==> src/rtl/azadi_wb_ctrl.sv <==
// Wishbone control/status slave: UART divisor, sequenced SoC reset, prog strap
// selection and a prog-pad rising-edge interrupt.
module azadi_wb_ctrl #(
    parameter logic [31:0] BASE_ADDR  = 32'h3000_0000,
    parameter int          RST_CYCLES = 16,
    parameter logic [15:0] CPB_RESET  = 16'd868
) (
    input  logic        clk_i,
    input  logic        rst_ni,
    input  logic        wbs_stb_i,
    input  logic        wbs_cyc_i,
    input  logic        wbs_we_i,
    input  logic [3:0]  wbs_sel_i,
    input  logic [31:0] wbs_dat_i,
    input  logic [31:0] wbs_adr_i,
    output logic        wbs_ack_o,
    output logic [31:0] wbs_dat_o,
    input  logic        prog_pad_i,
    output logic [15:0] clks_per_bit_o,
    output logic        soc_rst_no,
    output logic        prog_o,
    output logic        irq_o
);
    localparam int CW = $clog2(RST_CYCLES + 1);

    typedef enum logic {HOLD, RUN} rst_state_e;

    logic          rst_req, prog_sel, prog_val, irq_en;
    logic [31:0]   scratch;
    logic          prog_edge;
    logic          prog_meta, prog_sync, prog_sync_q;
    rst_state_e    state;
    logic [CW-1:0] count;

    logic          hit, wr;
    logic [1:0]    reg_sel;
    logic [31:0]   rdata;
    logic          edge_set, edge_clr;
    logic          unused_adr;

    assign unused_adr = ^wbs_adr_i[1:0];

    // ack is fed back so a held strobe cannot re-hit while its ack is out
    assign hit     = wbs_stb_i & wbs_cyc_i & (wbs_adr_i[31:4] == BASE_ADDR[31:4]) & ~wbs_ack_o;
    assign wr      = hit & wbs_we_i;
    assign reg_sel = wbs_adr_i[3:2];

    assign edge_set = prog_sync & ~prog_sync_q;
    assign edge_clr = wr && reg_sel == 2'd2 && wbs_sel_i[0] && wbs_dat_i[2];

    always_comb begin
        rdata = '0;
        case (reg_sel)
            2'd0: rdata = {28'd0, irq_en, prog_val, prog_sel, rst_req};
            2'd1: rdata = {16'd0, clks_per_bit_o};
            2'd2: rdata = {29'd0, prog_edge, prog_sync, soc_rst_no};
            2'd3: rdata = scratch;
            default: rdata = '0;
        endcase
    end

    always_ff @(posedge clk_i or negedge rst_ni) begin
        if (!rst_ni) begin
            wbs_ack_o <= 1'b0;
            wbs_dat_o <= '0;
        end else begin
            wbs_ack_o <= hit;
            wbs_dat_o <= hit ? rdata : '0;
        end
    end

    always_ff @(posedge clk_i or negedge rst_ni) begin
        if (!rst_ni) begin
            rst_req        <= 1'b0;
            prog_sel       <= 1'b0;
            prog_val       <= 1'b0;
            irq_en         <= 1'b0;
            clks_per_bit_o <= CPB_RESET;
            scratch        <= '0;
        end else if (wr) begin
            case (reg_sel)
                2'd0: if (wbs_sel_i[0]) {irq_en, prog_val, prog_sel, rst_req} <= wbs_dat_i[3:0];
                2'd1: begin
                    if (wbs_sel_i[0]) clks_per_bit_o[7:0]  <= wbs_dat_i[7:0];
                    if (wbs_sel_i[1]) clks_per_bit_o[15:8] <= wbs_dat_i[15:8];
                end
                2'd3: for (int b = 0; b < 4; b++)
                    if (wbs_sel_i[b]) scratch[b*8 +: 8] <= wbs_dat_i[b*8 +: 8];
                default: ;
            endcase
        end
    end

    always_ff @(posedge clk_i or negedge rst_ni) begin
        if (!rst_ni) begin
            prog_meta   <= 1'b0;
            prog_sync   <= 1'b0;
            prog_sync_q <= 1'b0;
            prog_edge   <= 1'b0;
            irq_o       <= 1'b0;
        end else begin
            prog_meta   <= prog_pad_i;
            prog_sync   <= prog_meta;
            prog_sync_q <= prog_sync;
            // a new edge beats a simultaneous clear so no event is lost
            prog_edge   <= edge_set | (prog_edge & ~edge_clr);
            irq_o       <= prog_edge & irq_en;
        end
    end

    assign prog_o = prog_sel ? prog_val : prog_sync;

    // rst_req is level-held, so HOLD keeps restarting its count until software clears it
    always_ff @(posedge clk_i or negedge rst_ni) begin
        if (!rst_ni) begin
            state      <= HOLD;
            count      <= '0;
            soc_rst_no <= 1'b0;
        end else begin
            case (state)
                HOLD: begin
                    soc_rst_no <= 1'b0;
                    if (rst_req) begin
                        count <= '0;
                    end else if (count == CW'(RST_CYCLES - 1)) begin
                        count      <= '0;
                        state      <= RUN;
                        soc_rst_no <= 1'b1;
                    end else begin
                        count <= count + CW'(1);
                    end
                end
                RUN: begin
                    count <= '0;
                    if (rst_req) begin
                        state      <= HOLD;
                        soc_rst_no <= 1'b0;
                    end else begin
                        soc_rst_no <= 1'b1;
                    end
                end
                default: begin
                    state      <= HOLD;
                    count      <= '0;
                    soc_rst_no <= 1'b0;
                end
            endcase
        end
    end
endmodule

==> config.mk <==
export PLATFORM = sky130hd
export DESIGN_NAME = azadi_wb_ctrl
export DESIGN_NICKNAME = d
export VERILOG_FILES = /design/src/rtl/azadi_wb_ctrl.sv
export SDC_FILE = /design/constraint.sdc
export NUM_CORES = 1
export LEC_CHECK = 0
export CORE_MARGIN = 2
export CORE_UTILIZATION = 34
export DETAILED_ROUTE_END_ITERATION = 6
export PLACE_DENSITY = 0.73
export SYNTH_ARGS = -nofsm -noshare
export SYNTH_HDL_FRONTEND = slang
export SYNTH_SLANG_ARGS = --single-unit
export TNS_END_PERCENT = 50
==> constraint.sdc <==
create_clock -name clk_i -period 4.7 [get_ports clk_i]
set_input_delay 1.175 -clock clk_i [delete_from_list [all_inputs] [get_ports clk_i]]
set_output_delay 1.175 -clock clk_i [all_outputs]
set_load 0.01 [all_outputs]
==> flow_metrics.env <==
export IMPL_dp_hpwl_mm=6.29
export IMPL_initial_core_util_pct=34.4
export IMPL_crit_chain="clkdlybuf4s50_1 -> and4bb_2 -> nand4_4 -> or2_0 -> inv_1 -> and3_1"
export IMPL_avgViaCountPerCell=4.85
export IMPL_p_sw_uw=341
export IMPL_gp_congestion=0.763
export IMPL_grt_antenna_before_repair=0
export IMPL_synth_seq_cells=96
export IMPL_cpMaxStageDelayCell="or2_0"
export IMPL_worstSkewPairLatency_ns=0.33
export IMPL_rows=39
export IMPL_setup_viol_count_final=0
export IMPL_post_route_drc_count=0
export IMPL_finClkSkew_ns=0.00582
export IMPL_synth_top_area_share_pct=58.4
export IMPL_crit_start="wbs_adr_i[8]"
export IMPL_seq_area_frac_synth_pct=61.8
export IMPL_combinationalPowerShare_pct=6.6
export IMPL_status="finished, final reports clean"
export IMPL_clock_tree_buffer_depth=2
export IMPL_clkPwrFrac_pct=42.2
export IMPL_drt_met1_wl_mm=3.74
export IMPL_grt_setup_unrepaired="no"
export IMPL_setup_slack_ns=1.07
export IMPL_finalNonFillerCells=532
export IMPL_num_antenna_cells=0
export IMPL_dpl_worst_slack_ns=0.677
export IMPL_cts_resized=0
export IMPL_finalHoldViolations=0
export IMPL_dr_total_vias=2582
export IMPL_path_class="in -> reg"
export IMPL_internal_power_uw=1280
export IMPL_overflow=0
export IMPL_boundaryPins=126
export IMPL_start_kind="input port"
export IMPL_synth_area_top_cells="dfrtp_1 58%, mux2_2 13%, nor4_4 5.5%, dfstp_2 3.4%, mux2_4 3.1%"
export IMPL_tightestPinTransition_ns=1.02
export IMPL_htree_num_levels=3
export IMPL_min_period_ns=3.63
export IMPL_end_kind="flip-flop"
export IMPL_yosysWarnings=0
export IMPL_cts_buffers=9
export IMPL_grt_pass1_vias=2837
export IMPL_critPathRequiredTime_ns=4.92
export IMPL_clock_sinks=96
export IMPL_netlist_area_sq_um=3900
export IMPL_postCtsSetupBuffers=0
export IMPL_power_per_cell_area_nw_per_um2=291
export IMPL_core_area_sq_um=11300
export IMPL_seq_power_share_pct=51.2
export IMPL_clock_root_buffer="clkbuf_16"
export IMPL_hold_class="reg -> reg"
export IMPL_fmax_mhz=275
export IMPL_die_x_um=111
export IMPL_dieHeight_um=111
export IMPL_avgRoutedWirePerCell_um=16.6
export IMPL_cp_slowest_stage_delay_ns=0.80
export IMPL_cp_top_family="simple AND/OR/NAND/NOR gates"
export IMPL_syn_inst=258
export IMPL_fin_nets=459
export IMPL_synthDistinctLibCells=29
export IMPL_switching_share_pct=21.0
export IMPL_routed_wirelength_mm=8.86
export IMPL_grt_usage_pct=15.1
export IMPL_ant_nets=0
export IMPL_cts_tree="done"
export IMPL_tns_ns=0
export IMPL_crit_arrival_ns=3.85
export IMPL_slew_viol_final=0
export IMPL_peakVddDrop_mv=0.157
export IMPL_dr_wl_met3_um=528
export IMPL_grt_max_degree=79
export IMPL_cts_hold_buf=0
export IMPL_critPathBufInv=2
export IMPL_finalCritPeriodShare_pct=77.3
export IMPL_static_leakage_power_uw=0.00253
export IMPL_maxCapViolCount=0
export IMPL_area_growth_pct=42.6
export IMPL_drive_gt1_share_pct=24.2
export IMPL_drtPass1Iterations=4
export IMPL_dr_first_iter_drc_count=65
export IMPL_r2r_start="wbs_ack_o$_DFF_PN0_"
export IMPL_post_place_cells=516
export IMPL_synth_avg_cell_area_sq_um=15.1
export IMPL_io_buffers=123
export IMPL_fin_hold_ws_ns=0.377
export IMPL_path_clk_slew_ns=0.06
export IMPL_grt_first_pass_wirelength_mm=14.5
export IMPL_top_layer_used="met4"
export IMPL_synth_net_count=333
export IMPL_crit_fanout=20
export IMPL_slew_headroom_pct=32.1
export IMPL_die_area_sq_um=12300
export IMPL_holdCritStartpoint="prog_meta$_DFF_PN0_"
export IMPL_met2_length_mm=4.48
export IMPL_yosysTopAreaCell="dfrtp_1"
[layout by cell type (no fill, tap or decap), drive strengths merged, types with 2 or more instances in the layout]
cell / netlist / layout
clkdlybuf4s50: 0 / 122
dfstp: 5 / 5
nand3: 2 / 2
or2: 2 / 2
o21ai: 3 / 3
a22oi: 13 / 13
nor2: 20 / 20
and3: 17 / 17
nand2: 6 / 6
nand4: 3 / 3
nor4: 13 / 13
dfrtp: 91 / 91
mux4: 3 / 3
clkbuf: 9 / 14
buf: 1 / 3
and2: 6 / 6
inv: 3 / 4
mux2: 53 / 53
[worst paths after layout]
check,endpoint,slack [ns],depth (start not counted)
setup reg to reg,wbs_dat_o[24]$_DFF_PN0_,2.16,5
hold reg to reg,prog_sync$_DFF_PN0_,0.38,0
hold / removal,prog_sync$_DFF_PN0_,0.38,0
setup / recovery,wbs_dat_o[24]$_DFF_PN0_,1.07,6
min in group asynchronous,wbs_dat_o[28]$_DFF_PN0_,1.00,1
max in group asynchronous,clks_per_bit_o[8]$_DFFE_PN1P_,2.83,2
[stage by stage]
step / area (sq um) / power [uW] / util [%]
after floorplan: 3900 / 864 / -
after global placement: 5280 / 952 / 46.7
after detailed placement: 5280 / 953 / 46.7
after CTS: 5560 / 1640 / 49.1
after global routing: 5560 / 1690 / 49.1
final: 5560 / 1620 / 49.1
[kinds of logic (layout without fill, tap and decap cells)]
| logic type | Yosys count | count (layout) | synth area share [%] |
|---|---|---|---|
| AO/OA/AOI/OAI | 17 | 17 | 3.11 |
| XOR/XNOR | 2 | 2 | 0.449 |
| flip-flops | 96 | 96 | 61.8 |
| adder cells (fa/ha/maj) | 1 | 1 | 0.321 |
| AND/OR/NAND/NOR | 73 | 73 | 15.3 |
| buffers and inverters | 13 | 144 | 1.28 |
| multiplexers | 56 | 56 | 17.8 |
[synthesized netlist by cell type]
| master | instances |
|---|---|
| a22oi_1 | 13 |
| and2_1 | 6 |
| and3_1 | 17 |
| and3b_1 | 1 |
| and4bb_2 | 1 |
| buf_2 | 1 |
| clkbuf_1 | 9 |
| dfrtp_1 | 91 |
| dfstp_2 | 5 |
| ha_1 | 1 |
| inv_1 | 3 |
| mux2_2 | 45 |
| mux2_4 | 8 |
| mux4_2 | 3 |
| nand2_1 | 6 |
| nand3_1 | 2 |
| nand4_1 | 1 |
| nand4_4 | 2 |
| nor2_1 | 20 |
| nor2b_1 | 1 |
| nor3_1 | 1 |
| nor4_2 | 3 |
| nor4_4 | 10 |
| o21ai_0 | 3 |
| o41ai_1 | 1 |
| or2_0 | 1 |
| or2_2 | 1 |
| xnor2_1 | 1 |
| xor2_1 | 1 |
[metal layers]
metal  up-vias  global-route usage [%]
li1       1180                       -
met2        94                    25.6
met5         -                       0
met4         0                    4.69
met3         9                    4.43
met1      1299                    18.7
[layout make-up]
type	count	area (sq um)
sequential	96	2410
inverter	3	11.3
clock buffer	14	264
multi-input combinational	149	1440
timing repair buffer	125	1240
clock inverter	2	13.8
tap	143	179
fill	1021	5760
[sequential cells by signal, summed over array words and instances, names as in the netlist]
register and cells:
prog_meta 1, irq_en 1, count 5, wbs_ack_o 1, clks_per_bit_o 16, scratch 32
prog_sync_q 1, prog_sync 1, rst_req 1, irq_o 1, prog_sel 1, state 1
wbs_dat_o 32, prog_edge 1, prog_val 1
[power by group through the flow]
stage	clock network (uW)	logic, uW	registers [uW]
6_report	683	107	828
5_1_grt	742	117	828
3_3_place_gp	0	108	843
3_5_place_dp	0	110	844
2_1_floorplan	0	20.5	844
4_1_cts	705	110	828
(Power assumes the default switching activity.)
